<file path="src/rtl/timer_bar_renderer.sv">
// ---------------------------------------------------------------------------
// timer_bar_renderer
//
// Overlays a horizontal countdown bar on the VGA pixel stream. The game
// timer's elapsed value is sampled once per frame so the bar never tears.
// The bar shrinks as time elapses and changes colour green/yellow/red.
// It flashes white for a number of frames after a time penalty makes it
// jump. It blinks after a timeout and then settles into an empty frame.
//
// Ports
//   clk            pixel clock
//   reset          synchronous, active-high
//   x_pixel        current scan x (10 bit)
//   y_pixel        current scan y (10 bit)
//   display_en     active-video qualifier for the current pixel
//   frame_start    one-cycle pulse on the first cycle of each frame
//   pixel_timer    elapsed game time, 0..BAR_W-1 in normal play
//   start_trigger  game (re)start pulse
//   end_trigger    timeout pulse
//   rgb_in         background pixel, 4:4:4
//   rgb_out        composited pixel, 2 cycles after the inputs
//   bar_hit        pixel lies inside the bar frame, aligned with rgb_out
// ---------------------------------------------------------------------------
module timer_bar_renderer #(
    parameter int unsigned BAR_X0        = 220,
    parameter int unsigned BAR_Y0        = 20,
    parameter int unsigned BAR_W         = 200,
    parameter int unsigned BAR_H         = 16,
    parameter int unsigned FLASH_FRAMES  = 15,
    parameter int unsigned BLINK_FRAMES  = 30,
    parameter int unsigned BLINK_TOGGLES = 6
) (
    input  logic        clk,
    input  logic        reset,
    input  logic [9:0]  x_pixel,
    input  logic [9:0]  y_pixel,
    input  logic        display_en,
    input  logic        frame_start,
    input  logic [9:0]  pixel_timer,
    input  logic        start_trigger,
    input  logic        end_trigger,
    input  logic [11:0] rgb_in,
    output logic [11:0] rgb_out,
    output logic        bar_hit
);

    localparam int unsigned FL_W  = $clog2(FLASH_FRAMES + 1);
    localparam int unsigned FRM_W = (BLINK_FRAMES > 1) ? $clog2(BLINK_FRAMES) : 1;
    localparam int unsigned TOG_W = $clog2(BLINK_TOGGLES + 1);

    // Region bounds; the right and bottom ends are exclusive.
    localparam logic [9:0] X_FIRST = 10'(BAR_X0);
    localparam logic [9:0] X_END   = 10'(BAR_X0 + BAR_W);
    localparam logic [9:0] X_LAST  = 10'(BAR_X0 + BAR_W - 1);
    localparam logic [9:0] Y_FIRST = 10'(BAR_Y0);
    localparam logic [9:0] Y_END   = 10'(BAR_Y0 + BAR_H);
    localparam logic [9:0] Y_LAST  = 10'(BAR_Y0 + BAR_H - 1);
    localparam logic [9:0] W_10    = 10'(BAR_W);

    localparam logic [FL_W-1:0]  FLASH_LOAD = FL_W'(FLASH_FRAMES);
    localparam logic [FRM_W-1:0] FRM_LAST   = FRM_W'(BLINK_FRAMES - 1);
    localparam logic [TOG_W-1:0] TOG_LAST   = TOG_W'(BLINK_TOGGLES - 1);

    localparam logic [11:0] COL_WHITE  = 12'hFFF;
    localparam logic [11:0] COL_EMPTY  = 12'h222;
    localparam logic [11:0] COL_GREEN  = 12'h0F0;
    localparam logic [11:0] COL_YELLOW = 12'hFF0;
    localparam logic [11:0] COL_RED    = 12'hF00;

    typedef enum logic [1:0] {
        ST_RUN   = 2'd0,
        ST_BLINK = 2'd1,
        ST_DONE  = 2'd2
    } state_t;

    // Fill colour from the remaining width; a pending flash overrides it.
    function automatic logic [11:0] fill_colour(input logic [9:0] rem, input logic flash);
        logic [11:0] col;
        if (flash) begin
            col = COL_WHITE;
        end else if (rem > 10'd100) begin
            col = COL_GREEN;
        end else if (rem >= 10'd40) begin
            col = COL_YELLOW;
        end else begin
            col = COL_RED;
        end
        return col;
    endfunction

    // -----------------------------------------------------------------------
    // Control state
    // -----------------------------------------------------------------------
    state_t             state_q, state_d;
    logic [9:0]         t_cur_q, t_prev_q;
    logic               pen_chk_q;
    logic [FL_W-1:0]    flash_q, flash_d;
    logic [FRM_W-1:0]   blink_frm_q, blink_frm_d;
    logic [TOG_W-1:0]   blink_tog_q, blink_tog_d;
    logic               penalty;
    logic               bar_hide;
    logic               fill_allow;

    // Frame-synchronous timer sample. pen_chk_q marks the cycle after a
    // frame_start, when t_cur/t_prev both hold the fresh pair.
    always_ff @(posedge clk) begin
        if (reset) begin
            t_cur_q   <= 10'd0;
            t_prev_q  <= 10'd0;
            pen_chk_q <= 1'b0;
        end else begin
            pen_chk_q <= frame_start;
            if (frame_start) begin
                t_cur_q  <= pixel_timer;
                t_prev_q <= t_cur_q;
            end
        end
    end

    assign penalty = pen_chk_q && (state_q == ST_RUN) && (t_cur_q < t_prev_q);

    // Flash counter: per-frame saturating decrement; the penalty load lands
    // one cycle after that frame's decrement and so wins; a restart clears.
    always_comb begin
        flash_d = flash_q;
        if (frame_start && (flash_q != '0)) begin
            flash_d = flash_q - 1'b1;
        end
        if (penalty) begin
            flash_d = FLASH_LOAD;
        end
        if (start_trigger) begin
            flash_d = '0;
        end
    end

    always_ff @(posedge clk) begin
        if (reset) begin
            flash_q <= '0;
        end else begin
            flash_q <= flash_d;
        end
    end

    // Blink frame / half-period counters.
    always_comb begin
        blink_frm_d = blink_frm_q;
        blink_tog_d = blink_tog_q;
        if (start_trigger || ((state_q == ST_RUN) && end_trigger)) begin
            blink_frm_d = '0;
            blink_tog_d = '0;
        end else if ((state_q == ST_BLINK) && frame_start) begin
            if (blink_frm_q == FRM_LAST) begin
                blink_frm_d = '0;
                blink_tog_d = blink_tog_q + 1'b1;
            end else begin
                blink_frm_d = blink_frm_q + 1'b1;
            end
        end
    end

    always_ff @(posedge clk) begin
        if (reset) begin
            blink_frm_q <= '0;
            blink_tog_q <= '0;
        end else begin
            blink_frm_q <= blink_frm_d;
            blink_tog_q <= blink_tog_d;
        end
    end

    // FSM state register.
    always_ff @(posedge clk) begin
        if (reset) begin
            state_q <= ST_RUN;
        end else begin
            state_q <= state_d;
        end
    end

    // FSM next state; start_trigger overrides everything.
    always_comb begin
        state_d = state_q;
        case (state_q)
            ST_RUN: begin
                if (end_trigger) begin
                    state_d = ST_BLINK;
                end
            end
            ST_BLINK: begin
                if (frame_start && (blink_frm_q == FRM_LAST) && (blink_tog_q == TOG_LAST)) begin
                    state_d = ST_DONE;
                end
            end
            ST_DONE: begin
                state_d = ST_DONE;
            end
            default: begin
                state_d = ST_RUN;
            end
        endcase
        if (start_trigger) begin
            state_d = ST_RUN;
        end
    end

    // FSM outputs: hide the whole bar on odd blink half-periods, and drop
    // the fill once the blink sequence has finished.
    always_comb begin
        bar_hide   = 1'b0;
        fill_allow = 1'b1;
        case (state_q)
            ST_BLINK: bar_hide   = blink_tog_q[0];
            ST_DONE:  fill_allow = 1'b0;
            default:  ;
        endcase
    end

    // -----------------------------------------------------------------------
    // Stage 1: region, border and fill compares
    // -----------------------------------------------------------------------
    logic [9:0]  rem;
    logic [9:0]  fill_lim;
    logic        in_region;
    logic        on_border;
    logic        in_fill;

    always_comb begin
        rem       = (t_cur_q >= W_10) ? 10'd0 : (W_10 - t_cur_q);
        fill_lim  = X_FIRST + rem;
        in_region = (x_pixel >= X_FIRST) && (x_pixel < X_END) &&
                    (y_pixel >= Y_FIRST) && (y_pixel < Y_END);
        on_border = in_region &&
                    ((x_pixel == X_FIRST) || (x_pixel == X_LAST) ||
                     (y_pixel == Y_FIRST) || (y_pixel == Y_LAST));
        in_fill   = in_region && !on_border && fill_allow && (x_pixel < fill_lim);
    end

    logic        hit_p1_q;
    logic        border_p1_q;
    logic        fill_p1_q;
    logic        hide_p1_q;
    logic [11:0] fill_rgb_p1_q;
    logic [11:0] rgb_p1_q;
    logic        vld_p1_q;

    always_ff @(posedge clk) begin
        if (reset) begin
            hit_p1_q      <= 1'b0;
            border_p1_q   <= 1'b0;
            fill_p1_q     <= 1'b0;
            hide_p1_q     <= 1'b0;
            fill_rgb_p1_q <= 12'h000;
            rgb_p1_q      <= 12'h000;
            vld_p1_q      <= 1'b0;
        end else begin
            hit_p1_q      <= in_region;
            border_p1_q   <= on_border;
            fill_p1_q     <= in_fill;
            hide_p1_q     <= bar_hide;
            fill_rgb_p1_q <= fill_colour(rem, flash_q != '0);
            rgb_p1_q      <= rgb_in;
            vld_p1_q      <= display_en;
        end
    end

    // -----------------------------------------------------------------------
    // Stage 2: colour mux
    // -----------------------------------------------------------------------
    logic [11:0] pix_d;

    always_comb begin
        if (!vld_p1_q) begin
            pix_d = 12'h000;
        end else if (!hit_p1_q || hide_p1_q) begin
            pix_d = rgb_p1_q;
        end else if (border_p1_q) begin
            pix_d = COL_WHITE;
        end else if (fill_p1_q) begin
            pix_d = fill_rgb_p1_q;
        end else begin
            pix_d = COL_EMPTY;
        end
    end

    logic [11:0] rgb_p2_q;
    logic        hit_p2_q;

    always_ff @(posedge clk) begin
        if (reset) begin
            rgb_p2_q <= 12'h000;
            hit_p2_q <= 1'b0;
        end else begin
            rgb_p2_q <= pix_d;
            hit_p2_q <= hit_p1_q;
        end
    end

    assign rgb_out = rgb_p2_q;
    assign bar_hit = hit_p2_q;

endmodule

</file>
<file path="config.mk">
export PLATFORM = sky130hd
export DESIGN_NAME = timer_bar_renderer
export DESIGN_NICKNAME = d
export VERILOG_FILES = /design/src/rtl/timer_bar_renderer.sv
export SDC_FILE = /design/constraint.sdc
export NUM_CORES = 1
export LEC_CHECK = 0
export ABC_AREA = 0
export CELL_PAD_IN_SITES_DETAIL_PLACEMENT = 0
export CELL_PAD_IN_SITES_GLOBAL_PLACEMENT = 1
export CORE_MARGIN = 4
export CORE_UTILIZATION = 40
export CTS_BUF_LIST = sky130_fd_sc_hd__clkbuf_16
export CTS_CLUSTER_DIAMETER = 120
export CTS_CLUSTER_SIZE = 16
export DETAILED_ROUTE_END_ITERATION = 8
export HOLD_SLACK_MARGIN = 0.1
export PLACE_DENSITY_LB_ADDON = 0.2
export SETUP_SLACK_MARGIN = 0.3
export SLEW_MARGIN = 20
export SYNTH_ARGS = -nofsm -noshare
export SYNTH_HDL_FRONTEND = slang
export SYNTH_SLANG_ARGS = --single-unit
</file>
<file path="constraint.sdc">
create_clock -name clk -period 2.94 [get_ports clk]
set_input_delay 0.441 -clock clk [delete_from_list [all_inputs] [get_ports clk]]
set_output_delay 0.441 -clock clk [all_outputs]
set_load 0.005 [all_outputs]
</file>
### Yosys cells after proc, flatten, opt, wreduce, memory -nomap -nowiden

Index checks and enable logic that the tools add are counted.

* add/subtract/negate cells: 5
* order comparisons: 9
* equality and inequality tests: 10
* muxes and demuxes: 14
* bitwise operators: 2
* reductions and logical operators: 30

Operator list (number)
* $mux W12: 5
* $ge A10 B8 Y1 const B: 2
* $lt A10 B10 Y1: 2
* $logic_and A1 B1 Y1: 14
* $add A8 B10 Y10 const A: 1
* $eq A10 B5 Y1 const B: 1
* $eq A10 B6 Y1 const B: 1
* $eq A10 B8 Y1 const B: 1
* $eq A10 B9 Y1 const B: 1
* $ge A10 B5 Y1 const B: 1
* $ge A10 B6 Y1 const B: 1
* $gt A10 B7 Y1 const B: 1
* $lt A10 B6 Y1 const B: 1
* $lt A10 B9 Y1 const B: 1
* $mux W10: 1
* $sub A8 B10 Y10 const A: 1
* $mux W4: 2
* $mux W8: 1
* $reduce_or A2 Y1: 4
* $pmux W2 S3: 1
* $add A5 B1 Y5 const B: 1
* $eq A5 B5 Y1 const B: 1
* $logic_or A1 B1 Y1: 5
* $mux W5: 1
* 15 further kinds: 19

* register bits after elaboration: 77
* input bits: 48
* output and inout port bits: 13

### Depth between registers and ports, before layout

* depth in word-level cells: 9
* depth in mapped cells: 15
* depth with buffers taken out: 14

### Worst setup path after synthesis

OpenSTA, ideal clock, no wires.

* kind: register to register
* from: register t_cur_q[0]
* to: register fill_p1_q
* library setup time: 0.103 ns
* arrival: 2.466 ns
* data required time: 2.837 ns
* path slack: 0.371 ns
* stages on the path, launching flop included: 12
* path buffers: 1
* cell sequence: dfxtp_1 -> buf_6 -> o31a_1 -> or3_4 -> a2111o_1 -> a2bb2oi_1 -> ha_1 -> a21oi_1 -> nor2b_1 -> o21ai_0 -> nand2_1 -> a2111oi_2

* longest elaborated chain between the ends: 5
* elaborated cells between the ends (all ways): 6
* classes of those cells: add/sub: 2; order compare: 2; mux: 1; reduce/logical: 1

RTL lines
* start: declaration: RTL line 95 `logic [9:0] t_cur_q, t_prev_q;`
* start signal: assignment: RTL line 114 `t_cur_q <= pixel_timer;`
* $sub A8 B10 Y10 or $ge A10 B8 Y1 (tied branches): RTL line 229 `rem = (t_cur_q >= W_10) ? 10'd0 : (W_10 - t_cur_q);`
* $mux W10 *: RTL line 229
* $add A8 B10 Y10 *: RTL line 230 `fill_lim = X_FIRST + rem;`
* $lt A10 B10 Y1 *: RTL line 236 `in_fill = in_region && !on_border && fill_allow && (x_pixel < fill_lim);`
* $logic_and A1 B1 Y1 *: RTL line 236
* end signal: assignment: RTL line 259 `fill_p1_q <= in_fill;`
* end: declaration: RTL line 241 `logic fill_p1_q;`

Mark *: on every way between the ends. The rest lies on a longest branch, timed or not.
A chain may end at the register's enable or synchronous reset.

### Worst setup path in the final report

* from: register t_cur_q[1]
* to: register fill_p1_q

The elaborated chain is that of the path after synthesis.

==> qor.yml <==
first_global_vias: 2755
rsz0062_at_grt: "true"
synth_enable_flop_cells: 0
crit_required_ns: 3.16
pre_cts_ws_ns: 0.0983
path_delay_family: "compound AO/OA/AOI/OAI gates"
syn_nets: 451
place_congestion: 0.798
finalSetupViolations: 0
synth_area_um2: 3440
start_kind: "flop"
cts_made_buffers: 9
cpPeakStageDelay_ns: 0.45
synth-seq-area-share_pct: 39.6
setup_slack_ns: 0.289
h-tree-depth: 3
fmax_mhz: 377
grt.overflow.total: 0
die_h_um: 101
num_rows: 33
diodes: 0
cts_hold_buf: 0
synth_cell_types: 55
routed_wl_um: 7380
synthArstFlopShare_pct: 0
hpwl_um: 5530
clock_skew_ns: 0.00590
drc_errors: 0
synth_area_leaders: "dfxtp_1, ha_1, mux2i_1"
grt_max_degree: 44
drt_iter0_drc: 62
vias_per_cell: 4.97
synthToLayoutAreaGrowth_pct: 34.5
synth_top_area_share_pct: 39.6
wl_per_cell_um: 13.3
pwr-share-comb_pct: 16.5
path_max_fanout: 6
port_buffers: 60
die_width_um: 101
drtPass1Iterations: 4
ys_warn_count: 0
switching_share_pct: 24.8
p_seq_share_pct: 38.4
clock_path_buffers: 2
root_buffer: "clkbuf_16"
postSynthCellCount: 372
slew-limit-headroom_pct: 59.0
finalHoldViolations: 0
grt_use_total_pct: 15.7
p_int_w: 0.00192
fin_crit_sh_pct: 90.2
ioPinCount: 61
vias: 2751
drive_gt1_share_pct: 11.4
drv_cap: 0
tns_ns: 0
die_area_um2: 10100
status: "finished, final reports clean"
cts_tree: "done"
fin_nets: 523
yosysTopAreaCell: "dfxtp_1"
hold_path.class: "reg -> reg"
fin_crit_ns: 2.65
critPathKind: "reg -> reg"
antenna_found_initial: 0
p_leak_nw: 1.84
worst_skew_pair.late_latency_ns: 0.33
grt_pass1_wl_um: 12600
worstPathCellList: "o31a_1, or3_4, a2111o_1, a2bb2oi_2, ha_1, a21oi_1, nor2b_1, o21ai_1, nand2_1, a2111oi_2"
end_kind: "flop"
cts.sinks: 68
initial_core_util_pct: 41.4
clkTransAtPathRegs_ns: 0.06
p_switching_w: 0.000635
ys.flop_type: "dfxtp_1"
core_area_um2: 8300
ant_nets: 0
synth_seq_cells: 68
irDropWorstVdd_v: 0.000376
fill_cells: 766
worstMarginPinSlew_ns: 0.614
crit_arrival_ns: 2.87
pwr_density_cell_nw_per_um2: 554
drv_slew: 0
crit_slowest_cell: "a2111o_1"
syn_avg_cell_area_um2: 9.24
clkPwrFrac_pct: 45.1
rrSetupSlack_ns: 0.29
worst-path-buf-inv: 0
worst paths after layout:
check                           from                    end  cells after the start
max reg2reg  t_cur_q[1]$_SDFFE_PP0P_   fill_p1_q$_SDFF_PP0_                     10
min           rgb_p1_q[6]$_SDFF_PP0_  rgb_out[6]$_SDFF_PP0_                      1
max          t_cur_q[1]$_SDFFE_PP0P_   fill_p1_q$_SDFF_PP0_                     10
min reg2reg   rgb_p1_q[6]$_SDFF_PP0_  rgb_out[6]$_SDFF_PP0_                      1
cell usage after synthesis, types with 2 or more instances:
library cell,number
a2111oi_2,2
a21oi_1,14
xor2_1,5
o22ai_1,4
o21ai_1,3
nand3b_1,2
nand3_1,2
a211oi_1,6
nor3_1,5
o211ai_1,2
a21o_1,2
nand4b_1,3
xnor2_1,5
buf_1,5
inv_1,21
o21ai_0,14
nand4_1,4
clkbuf_1,7
a31oi_1,4
mux2i_1,25
ha_1,31
dfxtp_1,68
o21a_1,11
nand2_1,24
and2_1,4
nor2_1,43
nand2b_1,4
nor3b_1,4
nor2b_1,22
placed cells by master, fill, tap and decap left out, drive strengths merged, types with 3 or more instances in the layout:
master	Yosys	layout
a2111oi	3	3
buf	6	14
inv	21	22
nand2	24	24
nand4b	3	3
o21ai	17	17
a21oi	14	14
nor2	43	43
ha	31	31
nor2b	22	22
clkbuf	7	9
and2	4	4
nor3	5	5
clkinv	0	3
clkdlybuf4s50	0	60
a211oi	7	7
xnor2	5	5
o21a	11	11
xor2	5	5
dfxtp	68	68
nor3b	4	4
nand4	4	4
o22ai	4	4
o211ai	3	3
nand2b	5	5
mux2i	25	25
a31oi	4	4
power by group through the flow:
stage / Clock (W) / Combinational, W / Sequential (W)
floorplan: 0 / 0.000254 / 0.000996
global placement: 0 / 0.000393 / 0.00100
detailed placement: 0 / 0.000395 / 0.00100
CTS: 0.00118 / 0.000410 / 0.000981
global route: 0.00123 / 0.000479 / 0.000988
finish: 0.00115 / 0.000422 / 0.000983
sequential cells by signal, summed over array words and instances, names as in the netlist, 2 cells and up:
name / count
t_prev_q: 10
blink_tog_q: 3
fill_rgb_p1_q: 3
state_q: 2
flash_q: 4
rgb_out: 12
blink_frm_q: 5
t_cur_q: 10
rgb_p1_q: 12
area by class of cell:
type | count | area, µm² | share of cell area (%)
Clock buffer | 9 | 225 | 4.88
Clock inverter | 7 | 98.8 | 2.14
Inverter | 21 | 78.8 | 1.71
Multi-Input combinational cell | 270 | 2010 | 43.6
Sequential cell | 68 | 1370 | 29.6
Tap cell | 105 | 131 | 2.84
Timing Repair Buffer | 74 | 706 | 15.3
stage by stage:
stage / util, % / cell area [µm²] / power, W / hold WS, ns / instances
6_report: 55.7 / 4620 / 0.00256 / 0.440 / 554
5_1_grt: 55.7 / 4620 / 0.00269 / 0.449 / 554
3_3_place_gp: 50.4 / 4190 / 0.00139 / 0.423 / 534
4_1_cts: 55.0 / 4560 / 0.00257 / 0.442 / 552
2_1_floorplan: - / 3440 / 0.00125 / 0.418 / 372
3_5_place_dp: 50.4 / 4190 / 0.00140 / 0.426 / 534
kinds of logic (layout without fill, tap and decap cells):
| logic type | Yosys count | after routing | share of synthesized area (%) |
|---|---|---|---|
| buf+inv | 34 | 111 | 3.93 |
| simple gates | 128 | 128 | 19.6 |
| mux | 25 | 25 | 7.28 |
| other cells | 1 | 1 | 0.109 |
| xor+xnor | 10 | 10 | 2.55 |
| flops | 68 | 68 | 39.6 |
| fa+ha+maj | 31 | 31 | 11.3 |
| compound gates | 75 | 75 | 15.6 |
worst reg2reg max path: stages (launching register included):
cell       delay (ns)
dfxtp_2          0.35
o31a_1           0.34
or3_4            0.35
a2111o_1         0.45
a2bb2oi_2        0.17
ha_1             0.29
a21oi_1          0.14
nor2b_1          0.06
o21ai_1          0.11
nand2_1          0.07
a2111oi_2        0.20
layer usage:
metal	track usage (%)	wire length, µm
met5	0	0
met1	18.7	3320
met4	5.49	72
met3	4.29	330
met2	27.0	3660
timing repair:
item / in CTS / in global routing
endpoints found under the setup margin: 1 / 1
resized for setup: 10 / 12
pin swaps: 2 / 5
cloned: 0 / 0
buffers inserted: 2 / 2
Note: power is estimated with default switching activity, not from simulation.
==> RTL edit, RTL diff (same flow settings) <==
Reset style: asynchronous (`reset`), changed in 6 clocked blocks.
--- a/src/rtl/timer_bar_renderer.sv
+++ b/src/rtl/timer_bar_renderer.sv
@@ -103,7 +103,7 @@
 
     // Frame-synchronous timer sample. pen_chk_q marks the cycle after a
     // frame_start, when t_cur/t_prev both hold the fresh pair.
-    always_ff @(posedge clk) begin
+    always_ff @(posedge clk or posedge reset) begin
         if (reset) begin
             t_cur_q   <= 10'd0;
             t_prev_q  <= 10'd0;
@@ -134,7 +134,7 @@
         end
     end
 
-    always_ff @(posedge clk) begin
+    always_ff @(posedge clk or posedge reset) begin
         if (reset) begin
             flash_q <= '0;
         end else begin
@@ -159,7 +159,7 @@
         end
     end
 
-    always_ff @(posedge clk) begin
+    always_ff @(posedge clk or posedge reset) begin
         if (reset) begin
             blink_frm_q <= '0;
             blink_tog_q <= '0;
@@ -170,7 +170,7 @@
     end
 
     // FSM state register.
-    always_ff @(posedge clk) begin
+    always_ff @(posedge clk or posedge reset) begin
         if (reset) begin
             state_q <= ST_RUN;
         end else begin
@@ -244,7 +244,7 @@
     logic [11:0] rgb_p1_q;
     logic        vld_p1_q;
 
-    always_ff @(posedge clk) begin
+    always_ff @(posedge clk or posedge reset) begin
         if (reset) begin
             hit_p1_q      <= 1'b0;
             border_p1_q   <= 1'b0;
@@ -286,7 +286,7 @@
     logic [11:0] rgb_p2_q;
     logic        hit_p2_q;
 
-    always_ff @(posedge clk) begin
+    always_ff @(posedge clk or posedge reset) begin
         if (reset) begin
             rgb_p2_q <= 12'h000;
             hit_p2_q <= 1'b0;
Formal check against the unedited RTL: differs if reset is asserted again (counterexample within 4 cycles, from zero or initial values and one cycle with reset high); with reset held inactive, the same outputs for 10 cycles.
==> RTL edit against the original RTL <==
  * Routed wire length is 3.9% higher
  * Total power is 15% higher
  * Global-route usage up 0.076 points
  * Clock skew rose by 0.0013 ns
  * Setup slack got worse by 0.0012 ns
  * Via count decreased by 2.1%
  * Combinational power grew 73%
  * Critical endpoint is now fill_p1_q
  * Final area increased by 3.4%
  * Synthesized area grew 3.2%
  * Critical path type unchanged
  * Sequential cell count did not move
  * Maximum frequency about the same
  * Die area increased by 3.0%
==> RTL edit: results (changes against the original RTL) <==
- Clock Path Buffers: 2 (unchanged)
- 1st-iter DRT viols: 90 (was 62)
- Largest net degree at the start of global routing: 46 (was 44)
- Fillers: 778 (was 766)
- Fmax: 377 MHz (about the same)
- Routed len/inst: 14.3 µm (was 13.3 µm)
- Synth unique cells: 52 (was 55)
- Worst Path Arrival: 2.89 ns (was 2.87 ns)
- R2R cell count: 10 (unchanged)
- Mapped Nets: 426 (was 451)
- Post-synthesis sequential area ratio: 48.0% (was 39.6%)
- Skew final: 0.00722 ns (was 0.00590 ns)
- Met3 WL post-DR: 444 µm (was 330 µm)
- Synth top area share: 48.0% (was 39.6%)
- Synth area leaders: dfrtp_1, ha_1, nor2_1 (was dfxtp_1, ha_1, mux2i_1)
- Final net count: 503 (was 523)
- Max VDD drop: 0.364 mV (was 0.376 mV)
- CP Launch Point: t_cur_q[0] (was t_cur_q[1])
- Hold Startpoint: hit_p1_q (was rgb_p1_q[6])
- CP max FO: 4 (was 6)
- GP Congestion: 0.793 (was 0.798)
- Post-synth top cells: dfrtp_1, nor2_1, ha_1, nand2_1, inv_1 (was dfxtp_1, nor2_1, ha_1, mux2i_1, nand2_1)
- Net Switching: 883 µW (was 635 µW)
- Placed Area: 0.00437 mm² (was 0.00419 mm²)
- Leakage power: 2.10 nW (was 1.84 nW)
- Setup crit end: fill_p1_q (unchanged)
- Met1 WL: 3.55 mm (was 3.32 mm)
- Fin util: 55.0% (was 55.7%)
- Fraction of registers with async set/reset: 100% (was 0%)
- Max-slew violation count: 0 (unchanged)
- Routed wl met2: 3.59 mm (was 3.66 mm)
- GRT Util Overall: 15.8% (was 15.7%)
- Pre-CTS setup slack: 0.113 ns (was 0.0983 ns)
- Outcome: completed (unchanged)
- Routed vias/inst: 5.01 (was 4.97)
- Hpwl dp: 5.54 mm (was 5.53 mm)
- H-tree levels: 3 (unchanged)
- First-pass GRT wire length: 12.7 mm (was 12.6 mm)
- Layout cells sized above 1: 14.9% (was 11.4%)
[RTL edit: cell types whose count changed after synthesis, sizes merged, moves of 4 or more]
cell,change
o21a,-9
a211oi,-4
mux2,+9
a211o,+5
dfxtp,-68
dfrtp,+68
o22ai,-4
mux2i,-22
nor2b,-16
nand3,+4
nand2,+6
buf,-4
o21ai,+5
[RTL edit: per-stage QoR]
step | hold slack (ns) | std cells
floorplan | 0.368 | 347
global placement | 0.408 | 517
detailed placement | 0.404 | 517
CTS | 0.428 | 535
global route | 0.448 | 537
finish | 0.424 | 537
[RTL edit: what timing repair did]
item | CTS | global route
pin swaps | 11 | 8
endpoints found under the setup margin | 1 | 1
gates resized for setup | 12 | 4
buffers inserted | 2 | 2
[RTL edit: worst min path at each step]
stage,to,depth (start not counted)
floorplan,bar_hit,0
global placement,bar_hit,0
detailed placement,bar_hit,0
CTS,bar_hit,0
global route,bar_hit,0
finish,bar_hit,0
[RTL edit: cell families after synthesis]
kind of cell	count (synthesis)	share of synthesized area, %
AO/OA/AOI/OAI	76	15.1
XOR/XNOR	12	2.96
adder cells (fa/ha/maj)	31	10.9
buffers and inverters	32	3.63
flip-flops	68	48.0
multiplexers	12	3.70
other	1	0.106
AND/OR/NAND/NOR	115	15.6
[RTL edit: power by group through the flow]
stage	clock (mW)	combinational (mW)	sequential, mW
3_3_place_gp	0	0.692	1.11
4_1_cts	1.14	0.731	1.10
6_report	1.11	0.729	1.10
2_1_floorplan	0	0.469	1.11
5_1_grt	1.18	0.838	1.12
3_5_place_dp	0	0.704	1.12
[RTL edit: layer usage]
metal  track usage [%]  vias up
met5                 0        -
met4              4.24        0
met3              4.51        9
met2              25.4       53
met1              20.9     1248
li1                  -     1382
[RTL edit: area by class of cell]
| class | count | area share (%) |
|---|---|---|
| Clock buffer | 9 | 4.72 |
| Timing Repair Buffer | 75 | 15.3 |
| Sequential cell | 68 | 35.7 |
| Clock inverter | 7 | 1.76 |
| Inverter | 23 | 1.81 |
| Tap cell | 108 | 2.83 |
| Multi-Input combinational cell | 247 | 38.0 |
[RTL edit: critical path, cell delays in order (launching register included)]
cell and delay, ns:
dfrtp_1 0.42, o31a_1 0.35, or3_4 0.37, a21o_1 0.18, a21boi_2 0.16, nor2_1 0.06, ha_1 0.29, a21o_1 0.17
a211oi_2 0.20, o41ai_2 0.10, nor4bb_1 0.24
